File: src/rtl/fp_pkg.sv
// Shared constants and helpers for the FPU result-packing path.
// Bit patterns are built at 64 bits; callers size-cast to 1+EXP_W+MAN_W.
package fp_pkg;

    localparam logic [2:0] RNE = 3'd0;
    localparam logic [2:0] RTZ = 3'd1;
    localparam logic [2:0] RDN = 3'd2;
    localparam logic [2:0] RUP = 3'd3;
    localparam logic [2:0] RMM = 3'd4;

    localparam int FLG_NV = 3;
    localparam int FLG_OF = 2;
    localparam int FLG_UF = 1;
    localparam int FLG_NX = 0;

    function automatic logic [63:0] fp_qnan(input int ew, input int mw);
        logic [63:0] v;
        v = ((64'd1 << ew) - 64'd1) << mw;
        v = v | (64'd1 << (mw - 1));
        return v;
    endfunction

    function automatic logic [63:0] fp_inf(input logic sign, input int ew, input int mw);
        logic [63:0] v;
        v = ((64'd1 << ew) - 64'd1) << mw;
        v = v | ({63'd0, sign} << (ew + mw));
        return v;
    endfunction

    function automatic logic [63:0] fp_max_finite(input logic sign, input int ew, input int mw);
        logic [63:0] v;
        v = ((64'd1 << ew) - 64'd2) << mw;
        v = v | ((64'd1 << mw) - 64'd1);
        v = v | ({63'd0, sign} << (ew + mw));
        return v;
    endfunction

    // Unknown mode codes fall through to round-to-nearest-even.
    function automatic logic fp_round_inc(input logic [2:0] mode, input logic sign,
                                          input logic g, input logic r, input logic s,
                                          input logic l);
        logic inc;
        case (mode)
            RTZ:     inc = 1'b0;
            RDN:     inc = sign & (g | r | s);
            RUP:     inc = ~sign & (g | r | s);
            RMM:     inc = g;
            default: inc = g & (r | s | l);
        endcase
        return inc;
    endfunction

    function automatic logic fp_ovf_to_inf(input logic [2:0] mode, input logic sign);
        logic to_inf;
        case (mode)
            RTZ:     to_inf = 1'b0;
            RDN:     to_inf = sign;
            RUP:     to_inf = ~sign;
            default: to_inf = 1'b1;
        endcase
        return to_inf;
    endfunction

endpackage

File: src/rtl/fp_denorm_shift.sv
// Denormalisation for tiny results: right shift by 1-exp, capped, with
// every shifted-out bit folded into the sticky position.
module fp_denorm_shift
    import fp_pkg::*;
#(
    parameter int EXP_W = 8,
    parameter int MAN_W = 23
) (
    input  logic signed [EXP_W+1:0] i_exp,
    input  logic        [MAN_W+3:0] i_man,
    output logic        [MAN_W+3:0] o_man,
    output logic        [EXP_W+1:0] o_exp,
    output logic                    o_tiny
);

    localparam int MW   = MAN_W + 4;
    localparam int SH_W = $clog2(MW);

    localparam logic signed [EXP_W+1:0] EXP_ZERO = '0;
    localparam logic        [EXP_W+2:0] AMT_ONE  = (EXP_W+3)'(1);
    localparam logic        [EXP_W+2:0] AMT_CAP  = (EXP_W+3)'(MAN_W + 3);

    logic [EXP_W+2:0] w_amt_full;
    logic [SH_W-1:0]  w_amt;
    logic [MW-1:0]    w_shifted;
    logic             w_lost;

    assign o_tiny     = (i_exp <= EXP_ZERO);
    // Sign-extended subtraction; only meaningful (and always positive) when tiny.
    assign w_amt_full = AMT_ONE - {i_exp[EXP_W+1], i_exp};
    assign w_amt      = (w_amt_full > AMT_CAP) ? AMT_CAP[SH_W-1:0] : w_amt_full[SH_W-1:0];
    assign w_shifted  = i_man >> w_amt;
    assign w_lost     = |(i_man & ~({MW{1'b1}} << w_amt));

    always_comb begin
        o_man = i_man;
        o_exp = $unsigned(i_exp);
        if (o_tiny) begin
            o_man = {w_shifted[MW-1:1], w_shifted[0] | w_lost};
            o_exp = '0;
        end
    end

endmodule

File: src/rtl/fp_result_packer.sv
// Two-stage result packer: stage 1 denormalises, stage 2 rounds, saturates,
// applies special cases and holds the packed IEEE-754 result for downstream.
module fp_result_packer
    import fp_pkg::*;
#(
    parameter int EXP_W = 8,
    parameter int MAN_W = 23
) (
    input  logic                     clk,
    input  logic                     rst,
    input  logic                     in_valid,
    output logic                     in_ready,
    input  logic [2:0]               in_rnd_mode,
    input  logic                     in_sign,
    input  logic signed [EXP_W+1:0]  in_exp,
    input  logic [MAN_W+3:0]         in_man,
    input  logic                     in_invalid,
    input  logic                     in_inf,
    input  logic                     in_zero,
    output logic                     out_valid,
    input  logic                     out_ready,
    output logic [EXP_W+MAN_W:0]     out_result,
    output logic [3:0]               out_flags
);

    localparam int RES_W = 1 + EXP_W + MAN_W;

    localparam logic [EXP_W+1:0] EXP_ONE = (EXP_W+2)'(1);
    localparam logic [EXP_W+1:0] EXP_SAT = {2'b00, {EXP_W{1'b1}}};

    logic             r_s1_valid;
    logic [2:0]       r_s1_mode;
    logic             r_s1_sign;
    logic             r_s1_invalid;
    logic             r_s1_inf;
    logic             r_s1_zero;
    logic             r_s1_tiny;
    logic [EXP_W+1:0] r_s1_exp;
    logic [MAN_W+3:0] r_s1_man;

    logic             r_s2_valid;
    logic [RES_W-1:0] r_s2_result;
    logic [3:0]       r_s2_flags;

    logic             w_s2_load;
    logic             w_in_fire;
    logic [MAN_W+3:0] w_dn_man;
    logic [EXP_W+1:0] w_dn_exp;
    logic             w_dn_tiny;

    assign w_s2_load = !r_s2_valid || out_ready;
    assign in_ready  = !rst && (!r_s1_valid || w_s2_load);
    assign w_in_fire = in_valid && in_ready;

    fp_denorm_shift #(
        .EXP_W (EXP_W),
        .MAN_W (MAN_W)
    ) u_denorm (
        .i_exp  (in_exp),
        .i_man  (in_man),
        .o_man  (w_dn_man),
        .o_exp  (w_dn_exp),
        .o_tiny (w_dn_tiny)
    );

    always_ff @(posedge clk) begin
        if (rst) begin
            r_s1_valid   <= 1'b0;
            r_s1_mode    <= RNE;
            r_s1_sign    <= 1'b0;
            r_s1_invalid <= 1'b0;
            r_s1_inf     <= 1'b0;
            r_s1_zero    <= 1'b0;
            r_s1_tiny    <= 1'b0;
            r_s1_exp     <= '0;
            r_s1_man     <= '0;
        end else if (w_in_fire) begin
            r_s1_valid   <= 1'b1;
            r_s1_mode    <= in_rnd_mode;
            r_s1_sign    <= in_sign;
            r_s1_invalid <= in_invalid;
            r_s1_inf     <= in_inf;
            r_s1_zero    <= in_zero;
            r_s1_tiny    <= w_dn_tiny;
            r_s1_exp     <= w_dn_exp;
            r_s1_man     <= w_dn_man;
        end else if (w_s2_load) begin
            r_s1_valid   <= 1'b0;
        end
    end

    // Stage 2 combinational: round, detect overflow, resolve specials.
    logic             w_hidden;
    logic [MAN_W-1:0] w_frac;
    logic             w_g;
    logic             w_r;
    logic             w_s;
    logic             w_inc;
    logic             w_nx;
    logic [MAN_W+1:0] w_sum;
    logic [EXP_W+1:0] w_exp_rnd;
    logic [MAN_W-1:0] w_frac_rnd;
    logic             w_ovf;
    logic [RES_W-1:0] w_res;
    logic [3:0]       w_flg;

    assign w_hidden = r_s1_man[MAN_W+3];
    assign w_frac   = r_s1_man[MAN_W+2:3];
    assign w_g      = r_s1_man[2];
    assign w_r      = r_s1_man[1];
    assign w_s      = r_s1_man[0];
    assign w_nx     = w_g | w_r | w_s;
    assign w_inc    = fp_round_inc(r_s1_mode, r_s1_sign, w_g, w_r, w_s, w_frac[0]);
    assign w_sum    = {1'b0, w_hidden, w_frac} + {{(MAN_W+1){1'b0}}, w_inc};

    always_comb begin
        w_exp_rnd  = r_s1_exp;
        w_frac_rnd = w_sum[MAN_W-1:0];
        if (w_sum[MAN_W+1]) begin
            w_exp_rnd  = r_s1_exp + EXP_ONE;
            w_frac_rnd = '0;
        end else if (r_s1_exp == '0 && w_sum[MAN_W]) begin
            // subnormal rounded up into the smallest normal
            w_exp_rnd = EXP_ONE;
        end
    end

    assign w_ovf = (w_exp_rnd >= EXP_SAT);

    always_comb begin
        w_res         = {r_s1_sign, w_exp_rnd[EXP_W-1:0], w_frac_rnd};
        w_flg         = '0;
        w_flg[FLG_NX] = w_nx;
        w_flg[FLG_UF] = r_s1_tiny && w_nx;
        if (w_ovf) begin
            w_flg[FLG_OF] = 1'b1;
            w_flg[FLG_NX] = 1'b1;
            if (fp_ovf_to_inf(r_s1_mode, r_s1_sign)) begin
                w_res = RES_W'(fp_inf(r_s1_sign, EXP_W, MAN_W));
            end else begin
                w_res = RES_W'(fp_max_finite(r_s1_sign, EXP_W, MAN_W));
            end
        end
        if (r_s1_invalid) begin
            w_res         = RES_W'(fp_qnan(EXP_W, MAN_W));
            w_flg         = '0;
            w_flg[FLG_NV] = 1'b1;
        end else if (r_s1_inf) begin
            w_res = RES_W'(fp_inf(r_s1_sign, EXP_W, MAN_W));
            w_flg = '0;
        end else if (r_s1_zero) begin
            w_res = {r_s1_sign, {(EXP_W+MAN_W){1'b0}}};
            w_flg = '0;
        end
    end

    always_ff @(posedge clk) begin
        if (rst) begin
            r_s2_valid  <= 1'b0;
            r_s2_result <= '0;
            r_s2_flags  <= '0;
        end else if (w_s2_load) begin
            r_s2_valid <= r_s1_valid;
            if (r_s1_valid) begin
                r_s2_result <= w_res;
                r_s2_flags  <= w_flg;
            end
        end
    end

    assign out_valid  = r_s2_valid;
    assign out_result = r_s2_result;
    assign out_flags  = r_s2_flags;

endmodule

File: config.mk
export PLATFORM = sky130hd
export DESIGN_NAME = fp_result_packer
export DESIGN_NICKNAME = d
export VERILOG_FILES = /design/src/rtl/fp_pkg.sv /design/src/rtl/fp_denorm_shift.sv /design/src/rtl/fp_result_packer.sv
export SDC_FILE = /design/constraint.sdc
export NUM_CORES = 1
export LEC_CHECK = 0
export CAP_MARGIN = 0
export CORE_MARGIN = 4
export CORE_UTILIZATION = 50
export CTS_CLUSTER_DIAMETER = 80
export CTS_CLUSTER_SIZE = 12
export DETAILED_ROUTE_END_ITERATION = 10
export GPL_TIMING_DRIVEN = 0
export PLACE_DENSITY = 0.76
export SLEW_MARGIN = 20
export SYNTH_ARGS = -nofsm -noshare
export SYNTH_HDL_FRONTEND = slang
export SYNTH_SLANG_ARGS = --single-unit
File: constraint.sdc
create_clock -name clk -period 3.6 [get_ports clk]
set_input_delay 0.36 -clock clk [delete_from_list [all_inputs] [get_ports clk]]
set_output_delay 0.36 -clock clk [all_outputs]
set_load 0.02 [all_outputs]
# After elaboration in Yosys (flattened, before gate mapping)
# Cells that the tools add are included.
totals:
  elab_cells: 69
  register_bits: 83
  out_inout_bits: 38
op_classes:
  muxes: 21
  n_bitwise: 11
  n_lt_le_gt_ge: 3
  shifts: 2
  eq_ne: 4
  add_sub_neg: 3
  reduce_logical: 13
ops:
  columns: ["cell", "n"]
  rows:
  - ["$mux W31", 3]
  - ["$mux W32", 1]
  - ["$mux W10", 3]
  - ["$and A27 B27 Y27", 1]
  - ["$mux W27", 1]
  - ["$not A27 Y27", 1]
  - ["$reduce_or A27 Y1", 1]
  - ["$shl A27 B5 Y27 const A", 1]
  - ["$shr A27 B5 Y27", 1]
  - ["$add A24 B1 Y25", 1]
  - ["$mux W24", 1]
  - ["$mux W23", 1]
  - ["$gt A11 B5 Y1 const B", 1]
  - ["$sub A2 B10 Y11 const A", 1]
  - ["$add A10 B1 Y10 const B", 1]
  - ["$ge A10 B8 Y1 const B", 1]
  - ["$le A10 B1 Y1 const B", 1]
  - ["$logic_not A10 Y1", 1]
  - ["$eq A3 B2 Y1 const B", 2]
  - ["$mux W3", 2]
  - ["$mux W1", 5]
  - ["$mux W5", 1]
  - ["$or A1 B1 Y1", 5]
  - ["$logic_and A1 B1 Y1", 4]
  - ["11 further kinds", 16]

# Depth between registers and ports, before layout
logic_depth:
  depth_word: 15
  mapped_depth: 17
  depth_no_buf: 14

# Cells and area by module
# From an unflattened synthesis, not the netlist that was laid out.
hier_totals:
  hier_cells: 913
  hier_area_um2: 6750.2
by_module_without_submodules:
  columns: ["mod", "instances", "seq_area_each_um2", "area_per_inst_um2", "cells_per_inst"]
  rows:
  - ["fp_result_packer", 1, 1661.6, 4132.7, 501]
  - ["fp_denorm_shift", 1, 0.0, 2617.5, 412]

# Worst setup path before layout
# No wires, ideal clock.
synth_path:
  path_type: "register to register"
  startpoint: "register r_s1_mode[0]"
  endpoint: "register r_s2_result[19], in the netlist out_result[19]"
  n_path_buf: 2
  setup_slack_ns: 0.082
  arrival_time_ns: 3.449
  stages_incl_launch_ff: 17
  period_less_slack_ns: 3.518
  path_cell_list: "dfxtp_1 -> nor2_1 -> o32a_1 -> a21oi_1 -> o21ai_0 -> ha_1 -> ha_1 -> and3_1 -> nand4_1 -> or4_1 -> clkbuf_1 -> o311a_1 -> o22ai_1 -> o31ai_1 -> a2111o_1 -> buf_6 -> o21ai_1"
synth_via:
  elab_chain_cells: 11
synth_lines:
  columns: ["item", "line", "text"]
  rows:
  - ["from (decl)", "fp_result_packer.sv:32", "logic [2:0] r_s1_mode;"]
  - ["from (signal assigned)", "fp_result_packer.sv:79", "r_s1_mode <= in_rnd_mode;"]
  - ["$eq A3 B3 Y1 (tied with other cells)", "fp_pkg.sv:43", "case (mode)"]
  - ["$pmux W1 S4", "fp_pkg.sv:43", null]
  - ["$add A24 B1 Y25", "fp_result_packer.sv:114", "assign w_sum = {1'b0, w_hidden, w_frac} + {{(MAN_W+1){1'b0}}, w_inc};"]
  - ["$logic_and A1 B1 Y1", "fp_result_packer.sv:122", "end else if (r_s1_exp == '0 && w_sum[MAN_W]) begin"]
  - ["$mux W10", "fp_result_packer.sv:122", null]
  - ["$mux W10", "fp_result_packer.sv:119", "if (w_sum[MAN_W+1]) begin"]
  - ["$ge A10 B8 Y1", "fp_result_packer.sv:128", "assign w_ovf = (w_exp_rnd >= EXP_SAT);"]
  - ["$mux W31 *", "fp_result_packer.sv:135", "if (w_ovf) begin"]
  - ["$mux W31 *", "fp_result_packer.sv:151", "end else if (r_s1_zero) begin"]
  - ["$mux W31 *", "fp_result_packer.sv:148", "end else if (r_s1_inf) begin"]
  - ["$mux W32 *", "fp_result_packer.sv:144", "if (r_s1_invalid) begin"]
  - ["to (signal assigned)", "fp_result_packer.sv:165", "r_s2_result <= w_res;"]
  - ["to (decl)", "fp_result_packer.sv:42", "logic [RES_W-1:0] r_s2_result;"]
# Every way passes the cells marked *; elsewhere a longest branch is shown, timed or not. The select of a mux whose other input is x is not followed.
# A chain may end at the register's enable or synchronous reset.

# Worst setup path after layout
layout_path:
  startpoint: "register r_s1_mode[1]"
  endpoint: "register r_s2_result[4], in the netlist out_result[4]"
# Same word-level chain as after synthesis.

==> results.sh <==
export IMPL_setup_viol=13
export IMPL_drc_errors=0
export IMPL_crit_path_max_incr_delay_ps=600
export IMPL_most_used_flip_flop_cell_after_synthesis="sky130_fd_sc_hd__dfxtp_1"
export IMPL_critical_path_top_cell_by_count="sky130_fd_sc_hd__o21ai_1"
export IMPL_violations_in_the_final_reports="negative setup slack"
export IMPL_detail_route_antenna_nets=0
export IMPL_start_util=0.513
export IMPL_synth_xor_area_share=0.0404
export IMPL_design_die_area_sq_um=14900
export IMPL_critPathCaptureType="flop"
export IMPL_slew_violations=0
export IMPL_clock_root_buffer="sky130_fd_sc_hd__clkbuf_16"
export IMPL_grt_max_degree=16
export IMPL_startpoint_type="flop"
export IMPL_firstDrtPassIters=8
export IMPL_globalplace_congestion=1.08
export IMPL_timing_slew_headroom=0.334
export IMPL_grtUsageTotal=0.390
export IMPL_cp_data_arrival_time_ps=3920
export IMPL_vdd_drop_max_v=0.000202
export IMPL_worst_ep_required_time_ps=3880
export IMPL_ys_top_cells_by_area="sky130_fd_sc_hd__dfxtp_1, sky130_fd_sc_hd__a21oi_1, sky130_fd_sc_hd__nand2_1, sky130_fd_sc_hd__nor2_1, sky130_fd_sc_hd__o21ai_0"
export IMPL_synth_fp_nets=968
export IMPL_achievable_frequency_ghz=0.275
export IMPL_synth_async_sr_flop_share=0
export IMPL_synth_seq_cells=83
export IMPL_flow_area_growth_from_synthesis_pct=28.6
export IMPL_numPortBuffers=79
export IMPL_intPower_mw=1.75
export IMPL_final_setup_worst_slack_ps=-39.8
export IMPL_worst_setup_hold_path_clk_slew_ps=60
export IMPL_tns_ps=-220
export IMPL_drt_initial_drc_count=1237
export IMPL_final_period_util=1.01
export IMPL_path_max_fanout=6
export IMPL_wl_per_cell_microns=24.5
export IMPL_floorplan_core_area_sq_um=12700
export IMPL_post_dp_hpwl_microns=21400
export IMPL_post_synth_top_area_fraction=0.256
export IMPL_num_nets_final=1074
export IMPL_synth_yosys_warnings=0
export IMPL_cts_sink_count=83
export IMPL_worst_r2r_startpoint="r_s1_mode[1]$_SDFFE_PP0P_"
export IMPL_cts_htree_levels=3
export IMPL_wl_microns=29300
export IMPL_hold_violations=0
export IMPL_synth_area_sq_um=6500
export IMPL_final_cell_mix="sky130_fd_sc_hd__nand2_1, sky130_fd_sc_hd__nor2_1, sky130_fd_sc_hd__clkdlybuf4s50_1, sky130_fd_sc_hd__dfxtp_1, sky130_fd_sc_hd__a21oi_1"
export IMPL_instances_no_fill=1197
export IMPL_hold_path_startpoint="out_result[20]$_SDFFE_PP0P_"
export IMPL_placed_cells_incl_taps=1165
export IMPL_drv_max_cap_violation_count=0
export IMPL_critical_path_slowest_cell="sky130_fd_sc_hd__a2111o_2"
export IMPL_antenna_diode_count=0
export IMPL_worst_hold_margin_ps=448
export IMPL_tritoncts_buffer_count=9
export IMPL_combPwrFrac=0.264
export IMPL_synth_compound_area_share=0.325
export IMPL_power_switching_share=0.334
export IMPL_via_per_inst=6.93
export IMPL_synth_simple_area_share=0.276
export IMPL_sequentialPowerShare=0.385
export IMPL_syn_inst=914
export IMPL_synth_seq_area_share=0.256
export IMPL_crit_start="r_s1_mode[1]$_SDFFE_PP0P_"
export IMPL_synth_avg_cell_area_sq_um=7.11
export IMPL_share_of_final_layout_standard_cells_stronger_than_drive_strength_1=0.152
export IMPL_synth_fa_ha_area_frac=0.0131
export IMPL_yosys_cell_types_count=76
export IMPL_placement_cell_area_sq_um=7510
export IMPL_yosysTopAreaCell="sky130_fd_sc_hd__dfxtp_1"
export IMPL_cts_tree="built"
export IMPL_grt_ovfl_total=0
export IMPL_timing_setup_critical_path_class="reg2reg"
export IMPL_max_slew_worst_pin_slew_ps=994
export IMPL_p_switching_mw=0.877
export IMPL_timing_critical_path_buf_inv=1
export IMPL_grt_setup_unrepaired="yes"
export IMPL_grt_pass1_vias=7799
export IMPL_clkLatencyLatePin_ps=350
export IMPL_clock_power_share=0.352
export IMPL_top_level_ports=86
export IMPL_final_common_cell="sky130_fd_sc_hd__nand2_1"
export IMPL_post_route_cell_area_sq_um=8360
export IMPL_cellLeakagePower_nw=2.90
export IMPL_timing_clock_skew_ps=11.6
export IMPL_num_fill_cells=1106
export IMPL_crit_path_cell_trace="nor2_4 -> o32a_1 -> a21oi_2 -> o21ai_1 -> ha_2 -> ha_4 -> and3_4 -> nand4_1 -> or4_4 -> o311a_1 -> o22ai_2 -> o31ai_4 -> a2111o_2 -> buf_6 -> o21ai_1"
export IMPL_status="complete, but fails checks"
export IMPL_vias=8298
export IMPL_antenna_found_initial=0
export IMPL_global_route_wire_length_before_repair_microns=44600
export IMPL_die_x_microns=122
export IMPL_synth_mux_area_frac=0.0358
export IMPL_synth_edf_count=0
export IMPL_max_clock_path_buffers=2
export IMPL_combinational_family_with_the_most_area_after_synthesis="compound AO/OA/AOI/OAI gates"
export IMPL_path_class_of_the_lowest_slack_min_delay_path="reg2reg"
export IMPL_row_count=41
export IMPL_final_critical_path_time_including_i_o_delays_and_setup_ps=3640
export IMPL_fp_dieH_microns=122
export IMPL_powerDensity_nw_per_um2=315
export IMPL_path_delay_family="compound AO/OA/AOI/OAI gates"
-- kinds of logic after synthesis --
| family | count (synthesis) |
|---|---|
| DFF | 83 |
| adders and majority gates | 7 |
| muxes | 21 |
| xor gates and xnor gates | 30 |
| AOI/OAI and AO/OA | 320 |
| buffers and inverters | 87 |
| and+or+nand+nor | 366 |
-- flip-flops by register name, summed over array words and instances, names as in the netlist --
name	flops
r_s1_inf	1
r_s1_man	27
r_s1_mode	3
out_result	32
out_flags	4
r_s1_valid	1
r_s1_exp	10
r_s1_invalid	1
out_valid	1
r_s1_tiny	1
r_s1_zero	1
r_s1_sign	1
-- final cells by class --
cell class	instances	area (sq um)	share of cell area
tap	172	215	0.0258
timing repair buffer	97	942	0.113
clock inverter	7	75.1	0.00898
sequential	83	1670	0.200
multi-input combinational	744	4840	0.580
buffer	71	327	0.0391
clock buffer	9	225	0.0270
inverter	14	52.6	0.00629
-- through the flow --
| step | setup WS, ps | total power, mW | util |
|---|---|---|---|
| final | -39.8 | 2.63 | 0.659 |
| after global routing | -158 | 2.72 | 0.659 |
| after CTS | -62.1 | 2.57 | 0.639 |
| after detailed placement | -1640 | 1.64 | 0.593 |
| after global placement | -2020 | 1.63 | 0.592 |
| after floorplan | 81.7 | 1.37 | - |
-- power by group through the flow --
stage | Clock [mW] | Sequential, mW | Combinational [mW]
floorplan | 0 | 1.03 | 0.339
detailed placement | 0 | 1.03 | 0.610
global placement | 0 | 1.02 | 0.610
global route | 0.977 | 1.02 | 0.727
CTS | 0.929 | 1.01 | 0.638
finish | 0.924 | 1.01 | 0.694
-- Yosys cell counts (9+ instances only) --
cell and number:
sky130_fd_sc_hd__o31ai_1 20, sky130_fd_sc_hd__nand2_1 93, sky130_fd_sc_hd__clkbuf_1 55, sky130_fd_sc_hd__nor4_1 12, sky130_fd_sc_hd__dfxtp_1 83, sky130_fd_sc_hd__xor2_1 17, sky130_fd_sc_hd__inv_1 12, sky130_fd_sc_hd__o21ai_1 14
sky130_fd_sc_hd__a22oi_1 9, sky130_fd_sc_hd__buf_2 10, sky130_fd_sc_hd__nand4_1 12, sky130_fd_sc_hd__a21oi_1 76, sky130_fd_sc_hd__a31oi_1 17, sky130_fd_sc_hd__o21ai_0 64, sky130_fd_sc_hd__nor3_1 34, sky130_fd_sc_hd__xnor2_1 13
sky130_fd_sc_hd__nor2_1 87, sky130_fd_sc_hd__nand3_1 53, sky130_fd_sc_hd__and3_1 21, sky130_fd_sc_hd__a211oi_1 20, sky130_fd_sc_hd__mux2i_1 12
-- tightest hold or removal path: stages (launching register included) --
cell	delay, ps
sky130_fd_sc_hd__dfxtp_1	310
sky130_fd_sc_hd__nand2_1	50
sky130_fd_sc_hd__o21ai_1	50
-- what timing repair did --
item                       CTS  global route
hold buffers                 0             0
pin swaps                   12            18
setup buffers                8             9
setup endpoints to repair   55            53
gates resized for setup     66            59
cloned                       1             0
-- final timing paths --
check / end / slack, ps / cells past startpoint
worst max-delay path: out_result[4]$_SDFFE_PP0P_ / -40 / 15
worst min-delay path: out_result[20]$_SDFFE_PP0P_ / 450 / 2
worst max register to register: out_result[4]$_SDFFE_PP0P_ / -40 / 15
worst min register to register: out_result[20]$_SDFFE_PP0P_ / 450 / 2
-- per-layer routing --
metal	global-route usage	vias up	part of all wire
met4	0.226	0	0.072
met2	0.630	656	0.44
met5	0	-	0
li1	-	3670	-
met1	0.481	3797	0.37
met3	0.0812	175	0.11
Note: power is estimated with default switching activity, not from simulation.
